**config.mk**
```make
export PLATFORM = sky130hd
export DESIGN_NAME = parking_gate_controller
export DESIGN_NICKNAME = d
export VERILOG_FILES = /design/src/rtl/parking_pkg.sv /design/src/rtl/parking_gate_controller_free_spot_finder.sv /design/src/rtl/parking_gate_controller.sv
export SDC_FILE = /design/constraint.sdc
export NUM_CORES = 1
export LEC_CHECK = 0
export ABC_CLOCK_PERIOD_IN_PS = 1900
export CAP_MARGIN = 10
export CORE_ASPECT_RATIO = 0.6
export CORE_UTILIZATION = 27
export DETAILED_ROUTE_END_ITERATION = 16
export GPL_TIMING_DRIVEN = 0
export SETUP_SLACK_MARGIN = 0.2
export SLEW_MARGIN = 5
export SYNTH_ARGS = -nofsm -noshare
export SYNTH_HDL_FRONTEND = slang
export SYNTH_HIERARCHICAL = 1
export SYNTH_SLANG_ARGS = --single-unit
```
**constraint.sdc**
```tcl
create_clock -name CLK -period 1.9 [get_ports CLK]
set_input_delay 0.19 -clock CLK [delete_from_list [all_inputs] [get_ports CLK]]
set_output_delay 0.19 -clock CLK [all_outputs]
set_load 0.05 [all_outputs]
```
**src/rtl/parking_pkg.sv**
```systemverilog
//------------------------------------------------------------------------------
// Module : parking_pkg
// Brief  : Shared types and default sizing for the parking gate controller.
// Rev    : 1.0
//------------------------------------------------------------------------------
`default_nettype none

package parking_pkg;

  localparam int c_n_spots     = 4;
  localparam int c_spot_w      = 2;
  localparam int c_open_cycles = 4;

  typedef enum logic [1:0] {
    IDLE  = 2'd0,
    OPEN  = 2'd1,
    CLOSE = 2'd2
  } state_t;

  typedef enum logic {
    ENTER = 1'b0,
    EXIT  = 1'b1
  } served_t;

endpackage

`default_nettype wire

```
**src/rtl/parking_gate_controller_free_spot_finder.sv**
```systemverilog
//------------------------------------------------------------------------------
// Module : free_spot_finder
// Brief  : Priority encoder returning the lowest-numbered free spot.
// Rev    : 1.0
//------------------------------------------------------------------------------
`default_nettype none

module free_spot_finder #(
  parameter int N_SPOTS = 4,
  parameter int SPOT_W  = 2
) (
  input  logic [N_SPOTS-1:0] occ,
  output logic [SPOT_W-1:0]  free_idx,
  output logic               free_valid
);

  // Scanning downward lets the lowest free index win the last assignment.
  always_comb begin
    free_idx   = '0;
    free_valid = 1'b0;
    for (int i = N_SPOTS - 1; i >= 0; i--) begin
      if (!occ[i]) begin
        free_idx   = SPOT_W'(i);
        free_valid = 1'b1;
      end
    end
  end

endmodule

`default_nettype wire

```
**src/rtl/parking_gate_controller.sv**
```systemverilog
//------------------------------------------------------------------------------
// Module : parking_gate_controller
// Brief  : Arbitrates entry/exit requests, owns spot occupancy, times the gate.
// Rev    : 1.0
//------------------------------------------------------------------------------
`default_nettype none

module parking_gate_controller
  import parking_pkg::*;
#(
  parameter int N_SPOTS     = c_n_spots,
  parameter int SPOT_W      = c_spot_w,
  parameter int OPEN_CYCLES = c_open_cycles
) (
  input  logic               CLK,
  input  logic               RST,
  input  logic               enter,
  input  logic               exit,
  input  logic [SPOT_W-1:0]  switch,
  output logic               door_open,
  output logic               enter_ack,
  output logic               exit_ack,
  output logic [SPOT_W-1:0]  spot,
  output logic [N_SPOTS-1:0] F,
  output logic [SPOT_W:0]    capacity,
  output logic               full,
  output logic               err
);

  localparam int              c_cnt_w    = $clog2(OPEN_CYCLES + 1);
  localparam logic [c_cnt_w-1:0] c_cnt_load = c_cnt_w'(OPEN_CYCLES - 1);

  state_t               r_state;
  served_t              r_last;
  logic [c_cnt_w-1:0]   r_cnt;

  logic [SPOT_W-1:0]    w_free_idx;
  logic                 w_free_valid;
  logic [SPOT_W:0]      w_count;
  logic                 w_sel_occ;
  logic                 w_ev;
  logic                 w_xv;
  logic                 w_xe;
  logic                 w_grant_enter;
  logic                 w_grant_exit;

  free_spot_finder #(
    .N_SPOTS (N_SPOTS),
    .SPOT_W  (SPOT_W)
  ) u_free_spot_finder (
    .occ        (F),
    .free_idx   (w_free_idx),
    .free_valid (w_free_valid)
  );

  always_comb begin
    w_count = '0;
    for (int i = 0; i < N_SPOTS; i++) begin
      w_count = w_count + (SPOT_W + 1)'(F[i]);
    end
  end

  assign capacity  = (SPOT_W + 1)'(N_SPOTS) - w_count;
  assign full      = &F;

  assign w_sel_occ = F[switch];
  assign w_ev      = enter & ~full & w_free_valid;
  assign w_xv      = exit & w_sel_occ;
  assign w_xe      = exit & ~w_sel_occ;

  // On a tie the side not served last wins; the loser simply stays pending.
  assign w_grant_enter = w_ev & (~w_xv | (r_last == EXIT));
  assign w_grant_exit  = w_xv & (~w_ev | (r_last == ENTER));

  always_ff @(posedge CLK or negedge RST) begin
    if (!RST) begin
      r_state   <= IDLE;
      r_last    <= EXIT;
      r_cnt     <= '0;
      F         <= '0;
      spot      <= '0;
      door_open <= 1'b0;
      enter_ack <= 1'b0;
      exit_ack  <= 1'b0;
      err       <= 1'b0;
    end else begin
      enter_ack <= 1'b0;
      exit_ack  <= 1'b0;
      err       <= 1'b0;
      case (r_state)
        IDLE: begin
          door_open <= 1'b0;
          err       <= w_xe;
          if (w_grant_enter) begin
            F[w_free_idx] <= 1'b1;
            spot          <= w_free_idx;
            enter_ack     <= 1'b1;
            r_last        <= ENTER;
            door_open     <= 1'b1;
            r_cnt         <= c_cnt_load;
            r_state       <= OPEN;
          end else if (w_grant_exit) begin
            F[switch] <= 1'b0;
            spot      <= switch;
            exit_ack  <= 1'b1;
            r_last    <= EXIT;
            door_open <= 1'b1;
            r_cnt     <= c_cnt_load;
            r_state   <= OPEN;
          end
        end
        OPEN: begin
          if (r_cnt == '0) begin
            door_open <= 1'b0;
            r_state   <= CLOSE;
          end else begin
            r_cnt <= r_cnt - 1'b1;
          end
        end
        CLOSE: begin
          door_open <= 1'b0;
          r_state   <= IDLE;
        end
        default: begin
          door_open <= 1'b0;
          r_state   <= IDLE;
        end
      endcase
    end
  end

endmodule

`default_nettype wire

```
# [Yosys cells after proc, flatten, opt, wreduce, memory -nomap -nowiden]
# Cells that the tools add are included.
[word_totals] in_bits=6 register_bits=16 elab_cells=85 out_inout_bits=14
[op_classes] muxes=37 magnitude_cmp=4 addsub=5 n_bitwise=16 n_reduce_logical=10 n_eq_ne=4
[op_table] operator="2-to-1 mux 2 bit" n=9
[op_table] operator="2-to-1 mux 1 bit" n=17
[op_table] operator="2-to-1 mux 3 bit" n=3
[op_table] operator="2-to-1 mux 4 bit" n=2
[op_table] operator="AND 1 bit" n=6
[op_table] operator="< comparator 2 x 3 -> 1 bit (second input constant)" n=2
[op_table] operator="one-hot mux 3 bit (2 select lines)" n=1
[op_table] operator="inverter 1 bit" n=5
[op_table] operator="AND 4 bit" n=1
[op_table] operator="demux 1 bit (select 2 bit)" n=2
[op_table] operator="greater-or-equal comparator 2 x 1 -> 1 bit (second input constant)" n=2
[op_table] operator="!= test 2 bit (second input constant)" n=2
[op_table] operator="inverter 4 bit" n=1
[op_table] operator="OR 4 bit" n=1
[op_table] operator="one-hot mux 2 bit (2 select lines)" n=1
[op_table] operator="AND reduction 2 bit" n=2
[op_table] operator="AND reduction 4 bit" n=1
[op_table] operator="nonzero test 2 bit" n=2
[op_table] operator="adder 2 x 1 -> 3 bit" n=1
[op_table] operator="adder 3 x 1 -> 3 bit" n=1
[op_table] operator="zero test 3 bit" n=1
[op_table] operator="!= test 3 bit (second input constant)" n=1
[op_table] operator="AND reduction 3 bit" n=1
[op_table] operator="subtractor 3 x 1 -> 3 bit (second input constant)" n=1
[op_table] operator="other kinds (8)" n=10

# [Logic depth before layout (Yosys ltp)]
[depth] word_depth=11 depth_mapped=6 ltp_nobuf=6

# [Hierarchy]
# The synthesis kept the hierarchy.
[by_module_without_submodules] mod="parking_gate_controller" cells_each=86 area_per_inst_um2=905.9 seq_area_each_um2=401.6 instances=1
[by_module_without_submodules] mod="free_spot_finder" cells_each=5 area_per_inst_um2=28.8 seq_area_each_um2=0.0 instances=1

# [Least setup slack after synthesis]
# Ideal clock, no wire load.
[synth_timing] path_type="reg2out" start="register F[1]" end="output capacity[1]" path_stages_with_launch=5 required_ns=1.710 n_path_buf=0 arrival_ns=1.971 path_slack_ns=-0.261 path_cell_list="dfrtp_1 > fa_1 > inv_1 > ha_1 > ha_1"
[synth_between] elab_chain_len=4
[synth_lines] item="start: declaration" line="parking_gate_controller.sv:24" source="output logic [N_SPOTS-1:0] F,"
[synth_lines] item="start signal: assignment" line="parking_gate_controller.sv:80" source="F <= '0;"
[synth_lines] item="start signal: indexed assignment" line="parking_gate_controller.sv:95" source="F[w_free_idx] <= 1'b1;"
[synth_lines] item="start signal: indexed assignment" line="parking_gate_controller.sv:103" source="F[switch] <= 1'b0;"
[synth_lines] item="adder 1 x 1 -> 2 bit" line="parking_gate_controller.sv:59" source="w_count = w_count + (SPOT_W + 1)'(F[i]);"
[synth_lines] item="adder 2 x 1 -> 3 bit" line="parking_gate_controller.sv:59"
[synth_lines] item="adder 3 x 1 -> 3 bit" line="parking_gate_controller.sv:59"
[synth_lines] item="subtractor 3 bit" line="parking_gate_controller.sv:63" source="assign capacity = (SPOT_W + 1)'(N_SPOTS) - w_count;"
[synth_lines] item="end: declaration" line="parking_gate_controller.sv:25" source="output logic [SPOT_W:0] capacity,"
# No other way between the ends.

# [Worst setup path in the final report]
[layout_timing] start="register F[2]" end="output capacity[1]"
[layout_between] elab_chain_len=3
[layout_lines] item="adder 2 x 1 -> 3 bit" line="parking_gate_controller.sv:59"
[layout_lines] item="adder 3 x 1 -> 3 bit" line="parking_gate_controller.sv:59"
[layout_lines] item="subtractor 3 bit" line="parking_gate_controller.sv:63"
# No other way between the ends.

==> impl_metrics.tcl <==
set metrics [dict create \
    crit_type "reg2out" \
    grt-ovfl-total 0 \
    row_count 16 \
    via_per_inst 4.74 \
    syn_inst 91 \
    multiInputGateArea_sq_um 566 \
    die_x_um 78.0 \
    h-tree-depth 1 \
    worst_setup_path_start_kind "flip-flop" \
    max_slew_margin 0.522 \
    synthToLayoutAreaGrowth_pct 45.1 \
    ys_warn_count 6 \
    nFillCells 329 \
    cts_made_buffers 3 \
    cp-end-kind "output pin" \
    crit_path_cell_trace "fa_1 > inv_2 > ha_4 > ha_4 > buf_8" \
    violations "negative setup slack" \
    drtIter0Drc 42 \
    routedWlPerCell_um 13.1 \
    dpl_cell_area_sq_um 1200 \
    drv_slew 0 \
    hpwl_mm 1.62 \
    port_buffers 18 \
    detail-route-antenna-nets 0 \
    critPathSlowestCell "fa_1" \
    crit_fanout 4 \
    gp_congestion 0.816 \
    clock-root-buffer "clkbuf_8" \
    rsz0062_at_grt "true" \
    start_util 0.285 \
    dieHeight_um 47.6 \
    ioPinCount 20 \
    die_area_sq_um 3710 \
    grt_max_degree 17 \
    ys_types 39 \
    maxCapViolations 0 \
    diodes 0 \
    fin_nets 131 \
    seqCellArea_sq_um 407 \
    core_area_sq_um 3280 \
    wl_mm 2.14 \
    drive_above_1_share 0.286 \
    max_freq_mhz 496 \
    grtUsageTotal 0.137 \
    cts_buffer_depth 2 \
    hold_buffers 0 \
    hold_viol 0 \
    syn_avg_cell_area_sq_um 10.3 \
    grt_pass1_wl_mm 3.75 \
    synth_fp_nets 102 \
    hold_class "in2reg" \
    critPathTopFamily "adder cells" \
    synthesis.area_sq_um 935 \
    vias 777 \
    critPathArrivalTime_ns 1.83 \
    fin_ws_ns -0.118 \
    critPathMostFrequentCell "ha_4" \
    drcViolationCount 0 \
    clk_pin_slew_ns 0.07 \
    slowest_delay_ns 0.55 \
    finalSetupViolCount 2 \
    path_buf_inv 2 \
    ys_seq_area_frac 0.430 \
    finalCritPeriodShare 1.06 \
    grt_pass1_vias 747 \
    fin_skew_ns 0.00716 \
    clkSinkCount 16 \
    min_period_ns 2.02 \
    cts_tree "built" \
    clk_latency_ns 0.25 \
    required_ns 1.71 \
    firstDrtPassIters 4 \
    status "complete, but fails checks" \
    fin_area_sq_um 1360 \
    antenna_found_initial 0 \
    synth_seq_cells 16 \
    tightestPinTransition_ns 0.715 \
]
## cells in the final DEF (no fill, tap or decap), drive strengths merged, types with 3 or more instances in the layout
cell,count
dfrtp,15
dlygate4sd2,4
clkbuf,4
nand2,11
nor2b,3
o21ai,6
buf,10
nor2,5
a2bb2oi,3
clkdlybuf4s50,8
nand2b,4
ha,4
o41ai,3
inv,8
## registers in the layout, indices dropped and copies added (netlist names)
register,count
r_last,1
door_open,1
enter_ack,1
F,4
spot,2
r_cnt,3
exit_ack,1
err,1
r_state,2
## cell families after synthesis
logic type                 Yosys count  synth area share
DFF                                 16             0.430
adders and majority gates            5            0.0750
AOI/OAI and AO/OA                   20             0.177
and+or+nand+nor                     37             0.234
buffers and inverters                9            0.0375
muxes                                3            0.0375
xor gates and xnor gates             1           0.00937
## area by class of cell
cell class | count | share of cell area
Sequential cell | 16 | 0.300
Timing Repair Buffer | 24 | 0.175
Multi-Input combinational cell | 66 | 0.417
Buffer | 1 | 0.00369
Tap cell | 45 | 0.0415
Clock buffer | 4 | 0.0406
Inverter | 8 | 0.0221
## routing by layer
metal	global-route usage	vias to the layer above	wire length [um]
met2	0.219	32	906
met1	0.191	363	1050
li1	-	382	-
met3	0.0400	0	184
met4	0.0222	0	0
met5	0	-	0
## synthesized netlist by cell type
cell type / count / area (sq um)
dfrtp_1: 15 / 375
nand2_1: 11 / 41.3
inv_1: 8 / 30.0
nor2_1: 5 / 18.8
ha_1: 4 / 50.1
nand2b_1: 4 / 25.0
o21ai_0: 4 / 20.0
nor2b_1: 3 / 18.8
o41ai_1: 3 / 26.3
a21oi_1: 2 / 10.0
a2bb2oi_1: 2 / 17.5
nor3_1: 2 / 10.0
o32ai_1: 2 / 17.5
a21boi_1: 1 / 7.51
a2bb2oi_4: 1 / 26.3
and2_1: 1 / 6.26
and3_1: 1 / 6.26
and4_1: 1 / 8.76
buf_2: 1 / 5.00
dfstp_2: 1 / 26.3
fa_1: 1 / 20.0
mux2_2: 1 / 11.3
mux2i_1: 1 / 10.0
mux2i_2: 1 / 13.8
nand3_1: 1 / 5.00
nand4_1: 1 / 6.26
nand4bb_1: 1 / 11.3
nor3b_2: 1 / 12.5
nor4_1: 1 / 6.26
nor4b_4: 1 / 23.8
o211ai_1: 1 / 7.51
o21a_1: 1 / 7.51
o21ai_1: 1 / 5.00
o21ai_2: 1 / 8.76
o221a_1: 1 / 11.3
or2_1: 1 / 6.26
or2_2: 1 / 6.26
or3_1: 1 / 6.26
xor2_1: 1 / 8.76
## worst reg2reg max path: stages (launching register included)
cell,delay [ns]
dfrtp_2,0.44
buf_4,0.16
mux2_2,0.33
a2bb2oi_4,0.20
buf_4,0.17
or3_1,0.11
o221a_1,0.16
## timing repair
item	in CTS	in global routing
resized for setup	31	7
buffers inserted	2	4
pin swaps	0	1
setup endpoints to repair	13	12
## stage by stage
step | hold slack, ns | instances | utilization | worst slack (ns) | TNS, ns
2_1_floorplan | -0.106 | 91 | - | 0.0687 | 0
3_3_place_gp | 0.468 | 154 | 0.366 | -0.518 | -1.67
3_5_place_dp | 0.472 | 154 | 0.366 | -0.533 | -2.09
4_1_cts | 0.330 | 160 | 0.390 | -0.123 | -0.144
5_1_grt | 0.325 | 164 | 0.413 | -0.176 | -0.276
6_report | 0.320 | 164 | 0.413 | -0.118 | -0.133
## worst paths after layout
path | from | to | slack, ns | cells past startpoint
min in group asynchronous | RST | spot[0] | 0.36 | 1
setup / recovery | F[2] | capacity[1] | -0.12 | 5
max in group asynchronous | RST | F[1] | 1.03 | 1
hold / removal | exit | err | 0.32 | 2
hold reg to reg | door_open | door_open | 0.49 | 2
setup reg to reg | F[2] | spot[1] | 0.26 | 6
Power is left out: the tool's default activity adds up to more than one toggle a clock period on the data nets, which glitch-free logic cannot reach.
